File: src/rtl/mat_cop_pkg.sv
// rtl/mat_cop_pkg.sv - shared widths, opcodes and FSM encodings for the mul/div coprocessor
//
// Purpose : constants used by mat_cop, its datapath step and the pipeline
//           control that decodes the coprocessor state.
// Contents: GPR_BIT / OPC_BIT / ERR_BIT widths, ALO_* opcodes,
//           MCS_* state encodings, opcode classification helpers.
package mat_cop_pkg;

  localparam int GPR_BIT = 32;
  localparam int OPC_BIT = 6;
  localparam int ERR_BIT = 1;

  localparam logic [OPC_BIT-1:0] ALO_ADD  = 6'h00;
  localparam logic [OPC_BIT-1:0] ALO_MUL  = 6'h18;
  localparam logic [OPC_BIT-1:0] ALO_MULI = 6'h19;
  localparam logic [OPC_BIT-1:0] ALO_DVM  = 6'h1a;
  localparam logic [OPC_BIT-1:0] ALO_DVMI = 6'h1b;

  typedef enum logic [1:0] {
    MCS_IDLE = 2'd0,
    MCS_MUL  = 2'd1,
    MCS_DIV  = 2'd2,
    MCS_DONE = 2'd3
  } mcs_e;

  function automatic logic is_cop_op(input logic [OPC_BIT-1:0] op);
    return (op == ALO_MUL) || (op == ALO_MULI) || (op == ALO_DVM) || (op == ALO_DVMI);
  endfunction

  function automatic logic is_div_op(input logic [OPC_BIT-1:0] op);
    return (op == ALO_DVM) || (op == ALO_DVMI);
  endfunction

endpackage

File: src/rtl/mat_cop_step.sv
// rtl/mat_cop_step.sv - one combinational iteration of the shift-add multiply / restoring divide
//
// Purpose : given the current accumulator/remainder and operands, produce the
//           next-iteration values.
// Ports   : is_div  - 1 selects divide step, 0 selects multiply step
//           acc     - MUL: upper product half; DIV: partial remainder
//           opa     - MUL: multiplicand;      DIV: divisor
//           opb     - MUL: lower product half (multiplier bits shift out);
//                     DIV: dividend (quotient bits shift in)
//           acc_nxt, opb_nxt - values after this iteration
module mat_cop_step
  import mat_cop_pkg::*;
#(
  parameter int WIDTH = GPR_BIT
) (
  input  logic             is_div,
  input  logic [WIDTH-1:0] acc,
  input  logic [WIDTH-1:0] opa,
  input  logic [WIDTH-1:0] opb,
  output logic [WIDTH-1:0] acc_nxt,
  output logic [WIDTH-1:0] opb_nxt
);

  logic [WIDTH:0]   sum;
  logic [WIDTH:0]   part;
  logic [WIDTH-1:0] diff;
  logic             ge;

  always_comb begin
    // MUL: conditional add into the upper half; the carry becomes the new MSB
    // and the sum LSB shifts down into the lower half.
    sum  = {1'b0, acc} + {1'b0, (opb[0] ? opa : {WIDTH{1'b0}})};
    // DIV: {rem, next dividend bit}. When it is >= divisor the difference is
    // smaller than the divisor, so WIDTH bits are enough to hold it.
    part = {acc, opb[WIDTH-1]};
    ge   = (part >= {1'b0, opa});
    diff = part[WIDTH-1:0] - opa;

    if (is_div) begin
      acc_nxt = ge ? diff : part[WIDTH-1:0];
      opb_nxt = {opb[WIDTH-2:0], ge};
    end else begin
      acc_nxt = sum[WIDTH:1];
      opb_nxt = {sum[0], opb[WIDTH-1:1]};
    end
  end

endmodule

File: src/rtl/mat_cop.sv
// rtl/mat_cop.sv - multi-cycle unsigned multiply/divide coprocessor
//
// Purpose : executes MUL/MULI (shift-add) and DVM/DVMI (restoring divide),
//           one bit per clock, stalling the pipeline via busy.
// Ports   : clk, rst_n       - clock, asynchronous active-low reset
//           start, alu_op    - request strobe and opcode
//           rs, rt           - multiplicand/dividend, multiplier/divisor
//           busy, done       - iterating / one-cycle result-valid pulse
//           mat_cop_res      - MUL low word / DVM quotient
//           mat_cop_hi       - MUL high word / DVM remainder
//           div_zero         - last divide had a zero divisor
module mat_cop
  import mat_cop_pkg::*;
#(
  parameter int WIDTH   = GPR_BIT,
  parameter int CNT_BIT = 6
) (
  input  logic               clk,
  input  logic               rst_n,
  input  logic               start,
  input  logic [OPC_BIT-1:0] alu_op,
  input  logic [WIDTH-1:0]   rs,
  input  logic [WIDTH-1:0]   rt,
  output logic               busy,
  output logic               done,
  output logic [WIDTH-1:0]   mat_cop_res,
  output logic [WIDTH-1:0]   mat_cop_hi,
  output logic [ERR_BIT-1:0] div_zero
);

  mcs_e               state_q, state_d;
  logic [CNT_BIT-1:0] cnt_q, cnt_d;
  logic [WIDTH-1:0]   opa_q, opa_d;
  logic [WIDTH-1:0]   opb_q, opb_d;
  logic [WIDTH-1:0]   acc_q, acc_d;
  logic [WIDTH-1:0]   res_q, res_d;
  logic [WIDTH-1:0]   hi_q, hi_d;
  logic [ERR_BIT-1:0] dz_q, dz_d;
  logic               busy_q, busy_d;
  logic               done_q, done_d;

  logic [WIDTH-1:0]   acc_nxt, opb_nxt;
  logic               accept;

  mat_cop_step #(.WIDTH(WIDTH)) u_step (
    .is_div  (state_q == MCS_DIV),
    .acc     (acc_q),
    .opa     (opa_q),
    .opb     (opb_q),
    .acc_nxt (acc_nxt),
    .opb_nxt (opb_nxt)
  );

  always_comb begin
    state_d = state_q;
    cnt_d   = cnt_q;
    opa_d   = opa_q;
    opb_d   = opb_q;
    acc_d   = acc_q;
    res_d   = res_q;
    hi_d    = hi_q;
    dz_d    = dz_q;
    accept  = start && ((state_q == MCS_IDLE) || (state_q == MCS_DONE)) && is_cop_op(alu_op);

    case (state_q)
      MCS_MUL, MCS_DIV: begin
        acc_d = acc_nxt;
        opb_d = opb_nxt;
        cnt_d = cnt_q + CNT_BIT'(1);
        if (cnt_q == CNT_BIT'(WIDTH - 1)) begin
          state_d = MCS_DONE;
          res_d   = opb_nxt;
          hi_d    = acc_nxt;
        end
      end
      default: begin
        if (state_q == MCS_DONE) state_d = MCS_IDLE;
        if (accept) begin
          cnt_d = '0;
          acc_d = '0;
          dz_d  = '0;
          if (is_div_op(alu_op)) begin
            opa_d = rt;
            opb_d = rs;
            if (rt == '0) begin
              // Zero divisor short-circuits straight to a result.
              state_d = MCS_DONE;
              res_d   = '1;
              hi_d    = rs;
              dz_d    = ERR_BIT'(1);
            end else begin
              state_d = MCS_DIV;
            end
          end else begin
            opa_d   = rs;
            opb_d   = rt;
            state_d = MCS_MUL;
          end
        end
      end
    endcase

    busy_d = (state_d == MCS_MUL) || (state_d == MCS_DIV);
    done_d = (state_d == MCS_DONE);
  end

  always_ff @(posedge clk or negedge rst_n) begin
    if (!rst_n) begin
      state_q <= MCS_IDLE;
      cnt_q   <= '0;
      opa_q   <= '0;
      opb_q   <= '0;
      acc_q   <= '0;
      res_q   <= '0;
      hi_q    <= '0;
      dz_q    <= '0;
      busy_q  <= 1'b0;
      done_q  <= 1'b0;
    end else begin
      state_q <= state_d;
      cnt_q   <= cnt_d;
      opa_q   <= opa_d;
      opb_q   <= opb_d;
      acc_q   <= acc_d;
      res_q   <= res_d;
      hi_q    <= hi_d;
      dz_q    <= dz_d;
      busy_q  <= busy_d;
      done_q  <= done_d;
    end
  end

  assign busy        = busy_q;
  assign done        = done_q;
  assign mat_cop_res = res_q;
  assign mat_cop_hi  = hi_q;
  assign div_zero    = dz_q;

endmodule

File: config.mk
export PLATFORM = sky130hd
export DESIGN_NAME = mat_cop
export DESIGN_NICKNAME = d
export VERILOG_FILES = /design/src/rtl/mat_cop_pkg.sv /design/src/rtl/mat_cop_step.sv /design/src/rtl/mat_cop.sv
export SDC_FILE = /design/constraint.sdc
export NUM_CORES = 1
export LEC_CHECK = 0
export BUFFER_PORTS_ARGS = -buffer_cell sky130_fd_sc_hd__buf_2
export CAP_MARGIN = 10
export CORE_MARGIN = 3
export CORE_UTILIZATION = 56
export CTS_CLUSTER_SIZE = 30
export DETAILED_ROUTE_END_ITERATION = 10
export GPL_TIMING_DRIVEN = 0
export PLACE_DENSITY_LB_ADDON = 0.05
export SYNTH_ARGS = -nofsm -noshare
export SYNTH_HDL_FRONTEND = slang
export SYNTH_HIERARCHICAL = 1
export SYNTH_SLANG_ARGS = --single-unit
File: constraint.sdc
create_clock -name clk -period 4.3 [get_ports clk]
set_input_delay 0.215 -clock clk [delete_from_list [all_inputs] [get_ports clk]]
set_output_delay 0.215 -clock clk [all_outputs]
set_load 0.03 [all_outputs]
== Word level (Yosys, flattened, before mapping) ==
Cells that the tools add are included.

* Flip-flop bits (word level): 171
* Logic and storage cells: 73

* $add $sub $neg: 3
* $lt $le $gt $ge: 1
* Eq/ne operators: 12
* Muxes and demuxes: 30
* Bitwise logic cells: 1
* Reduce and logical (&&, ||, !) cells: 16

{| class="wikitable"
|+ Operators with widths
! cell !! count
|-
| 32-bit 2-to-1 mux || 20
|-
| 32-bit by 32-bit adder with 33-bit output || 1
|-
| 33-bit by 32-bit >= comparator with 1-bit output || 1
|-
| 32-bit logical NOT || 1
|-
| 32-bit subtractor || 1
|-
| 6-bit by 5-bit equality test with 1-bit output (second input constant) || 5
|-
| 6-bit 2-to-1 mux || 2
|-
| 2-bit 2-to-1 mux || 5
|-
| 2-bit equality test (second input constant) || 4
|-
| 6-bit by 1-bit adder with 6-bit output (second input constant) || 1
|-
| 1-bit logical OR || 6
|-
| 2-bit nonzero test || 3
|-
| 2-bit by 1-bit equality test with 1-bit output (second input constant) || 2
|-
| 4-bit AND reduction || 1
|-
| 1-bit 2-to-1 mux || 3
|-
| 1-bit logical AND || 2
|-
| 2-bit logical NOT || 1
|-
| 2-bit inequality test (second input constant) || 1
|-
| 2-bit AND reduction || 1
|-
| 2-bit OR reduction || 1
|-
| 1-bit NOT || 1
|}

== Depth between registers and ports, before layout ==
Gate-level depths: netlist of run 1.

* Word-level depth: 9
* Gate-level depth with buffers: 17

== Hierarchy ==
The synthesis of run 1 kept the hierarchy.

{| class="wikitable"
|+ By module, submodules not included
! module !! instances !! cells each !! area an instance (sq um) !! seq. area each (sq um)
|-
| mat_cop || 1 || 773 || 7893.8 || 4279.1
|-
| mat_cop_step || 1 || 639 || 4509.3 || 0.0
|}

== Worst setup path after synthesis of run 1 ==
No wires, ideal clock.

* Path kind: register to register
* From: register opb_q[0]
* To: register hi_q[29], in the netlist mat_cop_hi[29]
* Setup time: 0.082 ns
* Data arrival time: 3.217 ns
* Required time: 4.218 ns
* Slack: 1.001 ns
* Cell stages (with the launch flop): 18
* Path buffers: 1
* Period minus slack after synthesis: 3.299 ns
* Path through: dfrtp_1 -> clkbuf_1 -> and2_1 -> ha_1 -> inv_1 -> fa_1 -> nand2b_1 -> a21oi_1 -> o211ai_1 -> a21oi_1 -> a21oi_2 -> nor3_1 -> o32a_1 -> xor2_1 -> nor2_1 -> a21oi_1 -> mux2i_1 -> a22oi_2

* Cells in the longest elaborated chain, start to end: 5

{| class="wikitable"
|+ Ends and longest elaborated chain
! what !! RTL line !! source
|-
| start: declaration || mat_cop.sv:34 || <nowiki>logic [WIDTH-1:0] opb_q, opb_d;</nowiki>
|-
| start signal: assignment || mat_cop.sv:123 || <nowiki>opb_q <= opb_d;</nowiki>
|-
| 32-bit 2-to-1 mux || mat_cop_step.sv:32 || <nowiki>sum = {1'b0, acc} + {1'b0, (opb[0] ? opa : {WIDTH{1'b0}})};</nowiki>
|-
| 32-bit by 32-bit adder with 33-bit output || mat_cop_step.sv:32 ||
|-
| 32-bit 2-to-1 mux || mat_cop_step.sv:39 || <nowiki>if (is_div) begin</nowiki>
|-
| via acc_nxt[29] || mat_cop.sv:42 || <nowiki>logic [WIDTH-1:0] acc_nxt, opb_nxt;</nowiki>
|-
| 32-bit 2-to-1 mux || mat_cop.sv:70 || <nowiki>if (cnt_q == CNT_BIT'(WIDTH - 1)) begin</nowiki>
|-
| 32-bit 2-to-1 mux || mat_cop.sv:65 || <nowiki>case (state_q)</nowiki>
|-
| end signal: assignment || mat_cop.sv:126 || <nowiki>hi_q <= hi_d;</nowiki>
|-
| end: declaration || mat_cop.sv:37 || <nowiki>logic [WIDTH-1:0] hi_q, hi_d;</nowiki>
|}

The timed path passes the listed nets, and every way through them passes these cells. The select of a mux whose other input is x is not followed.
A chain may end at the register's enable or synchronous reset.

== Worst setup path in the final report of run 1 ==
* From: register opb_q[0]
* To: register hi_q[31], in the netlist mat_cop_hi[31]

Same word-level chain as after synthesis.

==> flow_metrics.env, run 1 <==
export IMPL_synth_nets=1555
export IMPL_port_buffers=138
export IMPL_placedInstanceArea_sq_um=13500
export IMPL_dieWidth_microns=155
export IMPL_ant_nets=0
export IMPL_synthFlopType="dfrtp_1"
export IMPL_worstReg2RegStart="opb_q[0]"
export IMPL_grt_overflow=0
export IMPL_drtPass1Iterations=6
export IMPL_area_growth_pct=14.0
export IMPL_ys_types=69
export IMPL_core_sq_um=21400
export IMPL_gp_congestion=0.948
export IMPL_fin_crit_ns=4.12
export IMPL_drc=0
export IMPL_yosys_area_share_simple=0.180
export IMPL_r2r_end="mat_cop_hi[31]"
export IMPL_clock_path_buffers=2
export IMPL_routed_via_density=6.27
export IMPL_grt_max_degree=103
export IMPL_reg2reg_depth=17
export IMPL_drt_iter0_drc=1254
export IMPL_finalCritPeriodShare=0.958
export IMPL_most_common_layout_cells="nor2_1 (198), nand2_1 (187), dfrtp_1 (170)"
export IMPL_dp_slack_ns=-0.409
export IMPL_cts_tree="yes"
export IMPL_slew_headroom=0.201
export IMPL_clock_skew_ns=0.0167
export IMPL_insertion_delay_ns=0.44
export IMPL_via_count=11700
export IMPL_synth_area_leader_cell="dfrtp_1"
export IMPL_synth_fa_ha_area_frac=0.0718
export IMPL_synth_edf_count=0
export IMPL_track_usage=0.333
export IMPL_use_met3=0.0585
export IMPL_nets=1716
export IMPL_mostFrequentLayoutCell="nor2_1"
export IMPL_min_from="rt[5]"
export IMPL_clock_fmax_ghz=0.243
export IMPL_setup_slack_ns=0.182
export IMPL_yosysWarnings=6
export IMPL_synthCells=1412
export IMPL_slew_viol_final=0
export IMPL_hold_viol=0
export IMPL_grt_setup_unrepaired="yes"
export IMPL_syn_area_sq_um=12400
export IMPL_arrival_ns=4.46
export IMPL_fillers=1871
export IMPL_netlist_area_leader_share=0.345
export IMPL_ys_seq_elements=171
export IMPL_critPathMaxFanout=10
export IMPL_wire_per_inst_microns=21.8
export IMPL_numCtsBuffers=17
export IMPL_start_kind="flop"
export IMPL_cts_clk_slew_worst_paths_ns=0.07
export IMPL_cts_sinks=171
export IMPL_ctsRootBufferMaster="clkbuf_16"
export IMPL_synth_avg_cell_area_sq_um=8.78
export IMPL_gr_max_usage_layer="met2"
export IMPL_critPathKind="flop to flop"
export IMPL_die_area_sq_um=24000
export IMPL_hpwl_microns=31000
export IMPL_num_rows=53
export IMPL_num_io_pins=140
export IMPL_synth_area_leaders="dfrtp_1 (35%), ha_1 (6.9%), nor2_1 (6.0%)"
export IMPL_synth_xor_area_frac=0.0424
export IMPL_r2r_setup_slack_ns=0.18
export IMPL_synth_top_family_by_area="compound AO/OA/AOI/OAI gates"
export IMPL_synth_compound_area_frac=0.238
export IMPL_met2_usage=0.532
export IMPL_outcome="complete, no violations"
export IMPL_synthMuxAreaShare=0.0746
export IMPL_drt_total_wl_microns=40500
export IMPL_grt_pass1_vias=11100
export IMPL_initial_core_util=0.579
export IMPL_fp_dieH_microns=155
export IMPL_hold_path_class="input port to flop"
export IMPL_worstMarginPinSlew_ns=1.19
export IMPL_stdcell_area_sq_um=14100
export IMPL_grt_pass1_wl_microns=62800
export IMPL_required_ns=4.64
export IMPL_drive_gt1_frac=0.200
export IMPL_cp_end_kind="flop"
export IMPL_synth_async_sr_flop_share=1.00
export IMPL_hold_depth=3
export IMPL_synth_seq_area_share=0.345
export IMPL_grt_util_met1=0.474
export IMPL_maxCapViolCount=0
export IMPL_h_tree_depth=4
export IMPL_setup_viol=0
export IMPL_worstHoldEndpoint="opa_q[5]"
export IMPL_antenna_found_initial=2
[cells in the mapped netlist (2+ instances only)]
cell type / number
or3_1: 5
o211ai_1: 15
nand3_1: 17
a21o_1: 27
nand2b_1: 9
o31ai_1: 4
nor4_1: 11
a22oi_1: 13
fa_1: 2
buf_1: 6
o22ai_1: 2
o21bai_1: 11
buf_6: 12
a21oi_4: 3
ha_1: 68
and2_1: 35
nor3b_1: 2
a31oi_1: 39
a21oi_2: 3
dfrtp_1: 171
buf_2: 14
or2_2: 4
mux2_2: 36
a22oi_2: 50
o21ai_1: 9
nor2b_1: 4
clkbuf_1: 52
nand2_1: 187
and3_1: 8
nor2_1: 198
a211oi_1: 7
a21oi_1: 75
inv_1: 45
a22o_1: 32
nor3_1: 12
o21a_1: 6
xor2_1: 25
xnor2_1: 35
mux2i_1: 52
nand4_1: 9
o21ai_0: 34
a311oi_1: 32
o32a_1: 3
o2111ai_1: 3
[through the flow]
| step | setup TNS (ns) | hold WS (ns) | cells | util |
|---|---|---|---|---|
| after floorplan | 0 | -0.0806 | 1412 | - |
| after global placement | -0.847 | 0.484 | 1825 | 0.627 |
| after detailed placement | -0.999 | 0.216 | 1826 | 0.629 |
| after CTS | 0 | 0.0409 | 1859 | 0.658 |
| after global routing | -0.000931 | 0.0592 | 1861 | 0.660 |
| final | 0 | 0.0542 | 1862 | 0.660 |
[what timing repair did]
action	4_1_cts	5_1_grt
gates resized for setup	4	7
pin swaps	0	1
buffers inserted	0	2
hold buffers	1	0
endpoints found under the hold margin	69	0
setup endpoints to repair	7	8
[worst max-delay path, stage by stage (launching register included)]
cell	delay, ns
dfrtp_2	0.46
clkbuf_2	0.28
and2_1	0.17
ha_1	0.21
inv_1	0.07
fa_1	0.38
nand2b_1	0.21
a21oi_2	0.20
o211ai_1	0.15
a21oi_2	0.32
a21oi_2	0.16
nor3_4	0.26
o32a_1	0.30
a21o_1	0.16
a211oi_1	0.07
a21oi_1	0.26
mux2i_1	0.12
a22oi_1	0.24
[worst max path at each step]
| stage | from | end | slack [ns] | depth (start not counted) |
|---|---|---|---|---|
| after floorplan | opb_q[0] | mat_cop_hi[29] | 1.00 | 17 |
| after global placement | opb_q[0] | mat_cop_hi[29] | -0.40 | 17 |
| after detailed placement | opb_q[0] | mat_cop_hi[29] | -0.41 | 17 |
| after CTS | opb_q[0] | mat_cop_hi[30] | 0.03 | 16 |
| after global routing | opb_q[0] | mat_cop_hi[30] | -0.0009 | 16 |
| final | opb_q[0] | mat_cop_hi[31] | 0.18 | 17 |
[layer usage]
| layer | wire, microns | share of wire | vias to the layer above |
|---|---|---|---|
| li1 | - | - | 5401 |
| met1 | 18200 | 0.45 | 5658 |
| met2 | 18400 | 0.46 | 539 |
| met3 | 3080 | 0.076 | 73 |
| met4 | 833 | 0.021 | 4 |
| met5 | 21 | 0.00052 | - |
[final cells by class]
| type | instances | area [sq um] | share of cell area |
|---|---|---|---|
| Multi-Input combinational cell | 1110 | 7550 | 0.534 |
| Sequential cell | 171 | 4280 | 0.303 |
| Timing Repair Buffer | 142 | 753 | 0.0533 |
| Clock buffer | 18 | 439 | 0.0311 |
| Buffer | 85 | 433 | 0.0306 |
| Tap cell | 275 | 344 | 0.0243 |
| Inverter | 46 | 173 | 0.0122 |
| Clock inverter | 14 | 163 | 0.0115 |
| Antenna cell | 1 | 2.50 | 0.000177 |
[state kept, by name, indices dropped and copies added (netlist names)]
signal,flops
acc_q,32
busy,1
cnt_q,6
div_zero,1
done,1
mat_cop_hi,32
mat_cop_res,32
opa_q,32
opb_q,32
state_q,2
[logic make-up after synthesis]
logic type / after synthesis
adder cells (fa/ha/maj): 70
AND/OR/NAND/NOR: 510
AO/OA/AOI/OAI: 382
multiplexers: 88
XOR/XNOR: 60
buffers and inverters: 131
flip-flops: 171
Power of run 1 is not shown: default switching activity piles up to over one toggle a cycle in this logic, so the estimate is an artifact.
==> run 2, diff against run 1 <==
--- a/config.mk
+++ b/config.mk
@@ -8,7 +8,7 @@
 export BUFFER_PORTS_ARGS = -buffer_cell sky130_fd_sc_hd__buf_2
 export CAP_MARGIN = 10
 export CORE_MARGIN = 3
-export CORE_UTILIZATION = 56
+export CORE_UTILIZATION = 54
 export CTS_CLUSTER_SIZE = 30
 export DETAILED_ROUTE_END_ITERATION = 10
 export GPL_TIMING_DRIVEN = 0
==> constraint.sdc (replaced) <==
create_clock -name clk -period 3.42 [get_ports clk]
set_input_delay 0.171 -clock clk [delete_from_list [all_inputs] [get_ports clk]]
set_output_delay 0.171 -clock clk [all_outputs]
set_load 0.03 [all_outputs]
==> flow_metrics.env, run 2 (synthesized netlist as in run 1, its figures left out) <==
export IMPL_numCtsBuffers=17
export IMPL_insertion_delay_ns=0.45
export IMPL_violations="negative setup slack"
export IMPL_met2_usage=0.522
export IMPL_grt_pass1_wl_microns=64300
export IMPL_area_growth_pct=25.3
export IMPL_arrival_ns=3.88
export IMPL_slew_viol_final=0
export IMPL_drtPass1Iterations=6
export IMPL_drt_iter0_drc=1122
export IMPL_setup_viol=7
export IMPL_fin_cells=1908
export IMPL_most_common_layout_cells="nor2_1 (197), nand2_1 (182), dfrtp_1 (165)"
export IMPL_grt_setup_unrepaired="yes"
export IMPL_hpwl_microns=31400
export IMPL_track_usage=0.337
export IMPL_finalCritPeriodShare=1.04
export IMPL_ant_nets=0
export IMPL_grt_pass1_vias=11600
export IMPL_fillers=1787
export IMPL_cp_end_kind="flop"
export IMPL_hold_path_class="input port to flop"
export IMPL_cts_tree="yes"
export IMPL_grt_overflow=0
export IMPL_gp_congestion=0.992
export IMPL_cts_sinks=171
export IMPL_routed_via_density=6.34
export IMPL_cts_clk_slew_worst_paths_ns=0.09
export IMPL_ctsRootBufferMaster="clkbuf_16"
export IMPL_clock_fmax_ghz=0.282
export IMPL_r2r_setup_slack_ns=-0.13
export IMPL_core_sq_um=22200
export IMPL_cp_slowest_cell="dfrtp_1"
export IMPL_worstReg2RegStart="opb_q[31]"
export IMPL_initial_core_util=0.560
export IMPL_gr_max_usage_layer="met2"
export IMPL_dp_cells=1831
export IMPL_mostFrequentLayoutCell="nor2_1"
export IMPL_slew_headroom=0.248
export IMPL_port_buffers=138
export IMPL_clock_skew_ns=0.0192
export IMPL_crit_family="compound AO/OA/AOI/OAI gates"
export IMPL_min_from="rt[6]"
export IMPL_critPathMaxFanout=3
export IMPL_clock_path_buffers=2
export IMPL_drc=0
export IMPL_regArea_sq_um=4290
export IMPL_crit_start="opb_q[31]"
export IMPL_crit_chain="inv_2 -> ha_4 -> inv_2 -> fa_2 -> nand3_4 -> a21oi_4 -> nor3_4 -> o211ai_1 -> a221o_1 -> a221oi_4 -> o21ai_2 -> xor2_2 -> mux2i_4 -> mux2i_4 -> mux2i_2 -> a22oi_2"
export IMPL_drt_total_wl_microns=43200
export IMPL_num_rows=54
export IMPL_path_buf_inv=2
export IMPL_diodes=0
export IMPL_h_tree_depth=4
export IMPL_grt_util_met1=0.485
export IMPL_num_io_pins=140
export IMPL_slowest_delay_ns=0.42
export IMPL_hold_viol=0
export IMPL_die_area_sq_um=24800
export IMPL_drive_gt1_frac=0.300
export IMPL_grt_max_degree=100
export IMPL_wire_per_inst_microns=22.6
export IMPL_start_kind="flop"
export IMPL_maxCapViolCount=0
export IMPL_nets=1758
export IMPL_fin_crit_ns=3.55
export IMPL_use_met3=0.0495
export IMPL_required_ns=3.75
export IMPL_fp_dieH_microns=158
export IMPL_antenna_found_initial=2
export IMPL_worstMarginPinSlew_ns=1.12
export IMPL_multi_input_area_sq_um=8510
export IMPL_via_count=12100
export IMPL_critPathKind="flop to flop"
export IMPL_setup_slack_ns=-0.128
export IMPL_dieWidth_microns=158
export IMPL_outcome="finished, violations left"
run 2: layout make-up:
type / instances / area share
multi-input cells: 1110 / 0.547
flip-flops and latches: 171 / 0.276
repair buffers: 185 / 0.0734
plain buffers: 84 / 0.0307
clock buffers: 18 / 0.0282
well taps: 280 / 0.0225
inverters: 46 / 0.0111
clock inverters: 14 / 0.0109
run 2: final timing paths:
check	endpoint	depth (start not counted)
max in group asynchronous	opa_q[0]	3
worst min register to register	div_zero	2
worst max register to register	mat_cop_hi[30]	16
min in group asynchronous	mat_cop_hi[22]	2
worst min-delay path	opa_q[6]	3
worst max-delay path	mat_cop_hi[30]	16
run 2: worst reg2reg max path, cell delays in order (launching register included):
cell	delay, ns
dfrtp_1	0.42
inv_2	0.10
ha_4	0.14
inv_2	0.03
fa_2	0.36
nand3_4	0.09
a21oi_4	0.09
nor3_4	0.24
o211ai_1	0.18
a221o_1	0.41
a221oi_4	0.37
o21ai_2	0.14
xor2_2	0.20
mux2i_4	0.17
mux2i_4	0.11
mux2i_2	0.28
a22oi_2	0.12
run 2: what timing repair did:
item	in CTS	in global routing
setup buffers	23	16
gates resized for setup	80	139
setup endpoints to repair	63	59
pin swaps	26	54
hold buffers	5	0
gates cloned	0	2
endpoints found under the hold margin	75	0
run 2: layer usage:
metal / wire, microns / part of all wire
met5: 23 / 0.00053
met4: 1370 / 0.032
met3: 3390 / 0.078
met2: 19600 / 0.45
met1: 18800 / 0.44
run 2: through the flow:
stage | setup slack, ns | TNS, ns | instance area, sq um | util | hold WS [ns]
global route | -0.204 | -1.82 | 15500 | 0.702 | 0.0189
finish | -0.128 | -0.359 | 15500 | 0.702 | 0.00898
floorplan | 0.121 | 0 | 12400 | - | -0.125
CTS | -0.0679 | -0.241 | 14700 | 0.663 | 0.00224
detailed placement | -1.13 | -20.09 | 13500 | 0.608 | 0.183
global placement | -1.17 | -133.98 | 13400 | 0.607 | 0.456
Power of run 2 is left out for the same reason.
==> run 3, diff against run 2 <==
--- a/config.mk
+++ b/config.mk
@@ -8,7 +8,7 @@
 export BUFFER_PORTS_ARGS = -buffer_cell sky130_fd_sc_hd__buf_2
 export CAP_MARGIN = 10
 export CORE_MARGIN = 3
-export CORE_UTILIZATION = 54
+export CORE_UTILIZATION = 50
 export CTS_CLUSTER_SIZE = 30
 export DETAILED_ROUTE_END_ITERATION = 10
 export GPL_TIMING_DRIVEN = 0
==> flow_metrics.env, run 3 (synthesized netlist as in run 1, its figures left out) <==
export IMPL_num_rows=57
export IMPL_nets=1761
export IMPL_fp_dieH_microns=164
export IMPL_numCtsBuffers=17
export IMPL_hpwl_microns=31900
export IMPL_drive_gt1_frac=0.285
export IMPL_setup_viol=7
export IMPL_cts_clk_slew_worst_paths_ns=0.08
export IMPL_grt_setup_unrepaired="yes"
export IMPL_grt_overflow=0
export IMPL_worstReg2RegStart="opb_q[0]"
export IMPL_num_io_pins=140
export IMPL_crit_start="opb_q[0]"
export IMPL_hold_viol=0
export IMPL_most_common_layout_cells="nor2_1 (198), nand2_1 (183), dfrtp_1 (164)"
export IMPL_finalCritPeriodShare=1.04
export IMPL_cts_sinks=171
export IMPL_dieWidth_microns=164
export IMPL_cp_end_kind="flop"
export IMPL_ctsRootBufferMaster="clkbuf_16"
export IMPL_clock_fmax_ghz=0.281
export IMPL_critPathMaxFanout=5
export IMPL_slew_headroom=0.339
export IMPL_fin_cells=1956
export IMPL_grt_pass1_wl_microns=64700
export IMPL_drc=0
export IMPL_area_growth_pct=23.2
export IMPL_arrival_ns=3.88
export IMPL_hold_path_class="input port to flop"
export IMPL_insertion_delay_ns=0.44
export IMPL_maxCapViolCount=0
export IMPL_outcome="finished, violations left"
export IMPL_reg2reg_depth=14
export IMPL_fillers=2096
export IMPL_track_usage=0.311
export IMPL_slew_viol_final=0
export IMPL_antenna_found_initial=1
export IMPL_critPathKind="flop to flop"
export IMPL_cp_slowest_cell="dfrtp_2"
export IMPL_port_buffers=138
export IMPL_r2r_setup_slack_ns=-0.14
export IMPL_slowest_delay_ns=0.48
export IMPL_worstMarginPinSlew_ns=0.981
export IMPL_fin_crit_ns=3.56
export IMPL_start_kind="flop"
export IMPL_grt_pass1_vias=11400
export IMPL_r2r_end="mat_cop_hi[24]"
export IMPL_cts_tree="yes"
export IMPL_drt_total_wl_microns=42400
export IMPL_grt_max_degree=109
export IMPL_regArea_sq_um=4290
export IMPL_mostFrequentLayoutCell="nor2_1"
export IMPL_hold_depth=3
export IMPL_initial_core_util=0.510
export IMPL_ant_nets=0
export IMPL_min_from="rs[26]"
export IMPL_routed_via_density=5.97
export IMPL_h_tree_depth=4
export IMPL_via_count=11700
export IMPL_crit_family="compound AO/OA/AOI/OAI gates"
export IMPL_dp_cells=1875
export IMPL_dp_slack_ns=-1.15
export IMPL_drtPass1Iterations=7
export IMPL_clock_path_buffers=2
export IMPL_worstHoldEndpoint="opa_q[26]"
export IMPL_drt_iter0_drc=1028
export IMPL_multi_input_area_sq_um=8230
export IMPL_crit_chain="buf_8 -> and2_1 -> ha_2 -> o21ai_0 -> o211ai_1 -> nand2_1 -> a21o_1 -> o21ai_4 -> nand4_1 -> o21bai_1 -> xnor2_1 -> o21ai_4 -> mux2_4 -> mux2_4"
export IMPL_gp_congestion=0.900
export IMPL_required_ns=3.74
export IMPL_path_buf_inv=1
export IMPL_setup_slack_ns=-0.140
export IMPL_core_sq_um=24300
export IMPL_wire_per_inst_microns=21.7
export IMPL_die_area_sq_um=26700
export IMPL_violations="negative setup slack"
export IMPL_clock_skew_ns=0.0178
## run 3: per-stage QoR
step | hold WS [ns] | cell area, sq um | util | TNS (ns)
floorplan | -0.125 | 12400 | - | 0
global placement | 0.463 | 13500 | 0.555 | -141.84
detailed placement | 0.160 | 13500 | 0.557 | -22.72
CTS | 0.00420 | 14600 | 0.601 | -0.508
global route | 0.0179 | 15300 | 0.628 | -2.09
finish | 0.0171 | 15300 | 0.628 | -0.699
## run 3: repair_timing
action,in CTS,in global routing
setup endpoints to repair,65,58
resized for setup,71,97
hold endpoints to repair,63,0
pin swaps,29,53
hold buffers,1,0
buffers inserted,19,30
## run 3: how the worst max path moves through the flow
stage | cells after the start | to
floorplan | 17 | mat_cop_hi[29]
finish | 14 | mat_cop_hi[24]
detailed placement | 17 | mat_cop_hi[29]
global placement | 17 | mat_cop_hi[29]
CTS | 17 | mat_cop_hi[30]
global route | 17 | mat_cop_hi[30]
## run 3: final cells by class
type                       count  share of cell area
inverter                      46              0.0113
buffer                        84              0.0309
sequential                   171               0.281
multi-input combinational   1110               0.538
tap                          324              0.0265
antenna                        1            0.000164
timing repair buffer         188              0.0738
clock buffer                  18              0.0287
clock inverter                14             0.00966
## run 3: tightest hold or removal path: cells and delay by family
family	cells	cell delay (ns)
AOI/OAI and AO/OA	1	0.07
buffers and inverters	1	0.12
and+or+nand+nor	1	0.05
## run 3: layer usage
metal  share of wire  global-route usage
met4           0.017              0.0834
met5               0                   0
met3           0.057              0.0325
met2            0.47               0.499
met1            0.46               0.451
Power of run 3 is left out for the same reason.
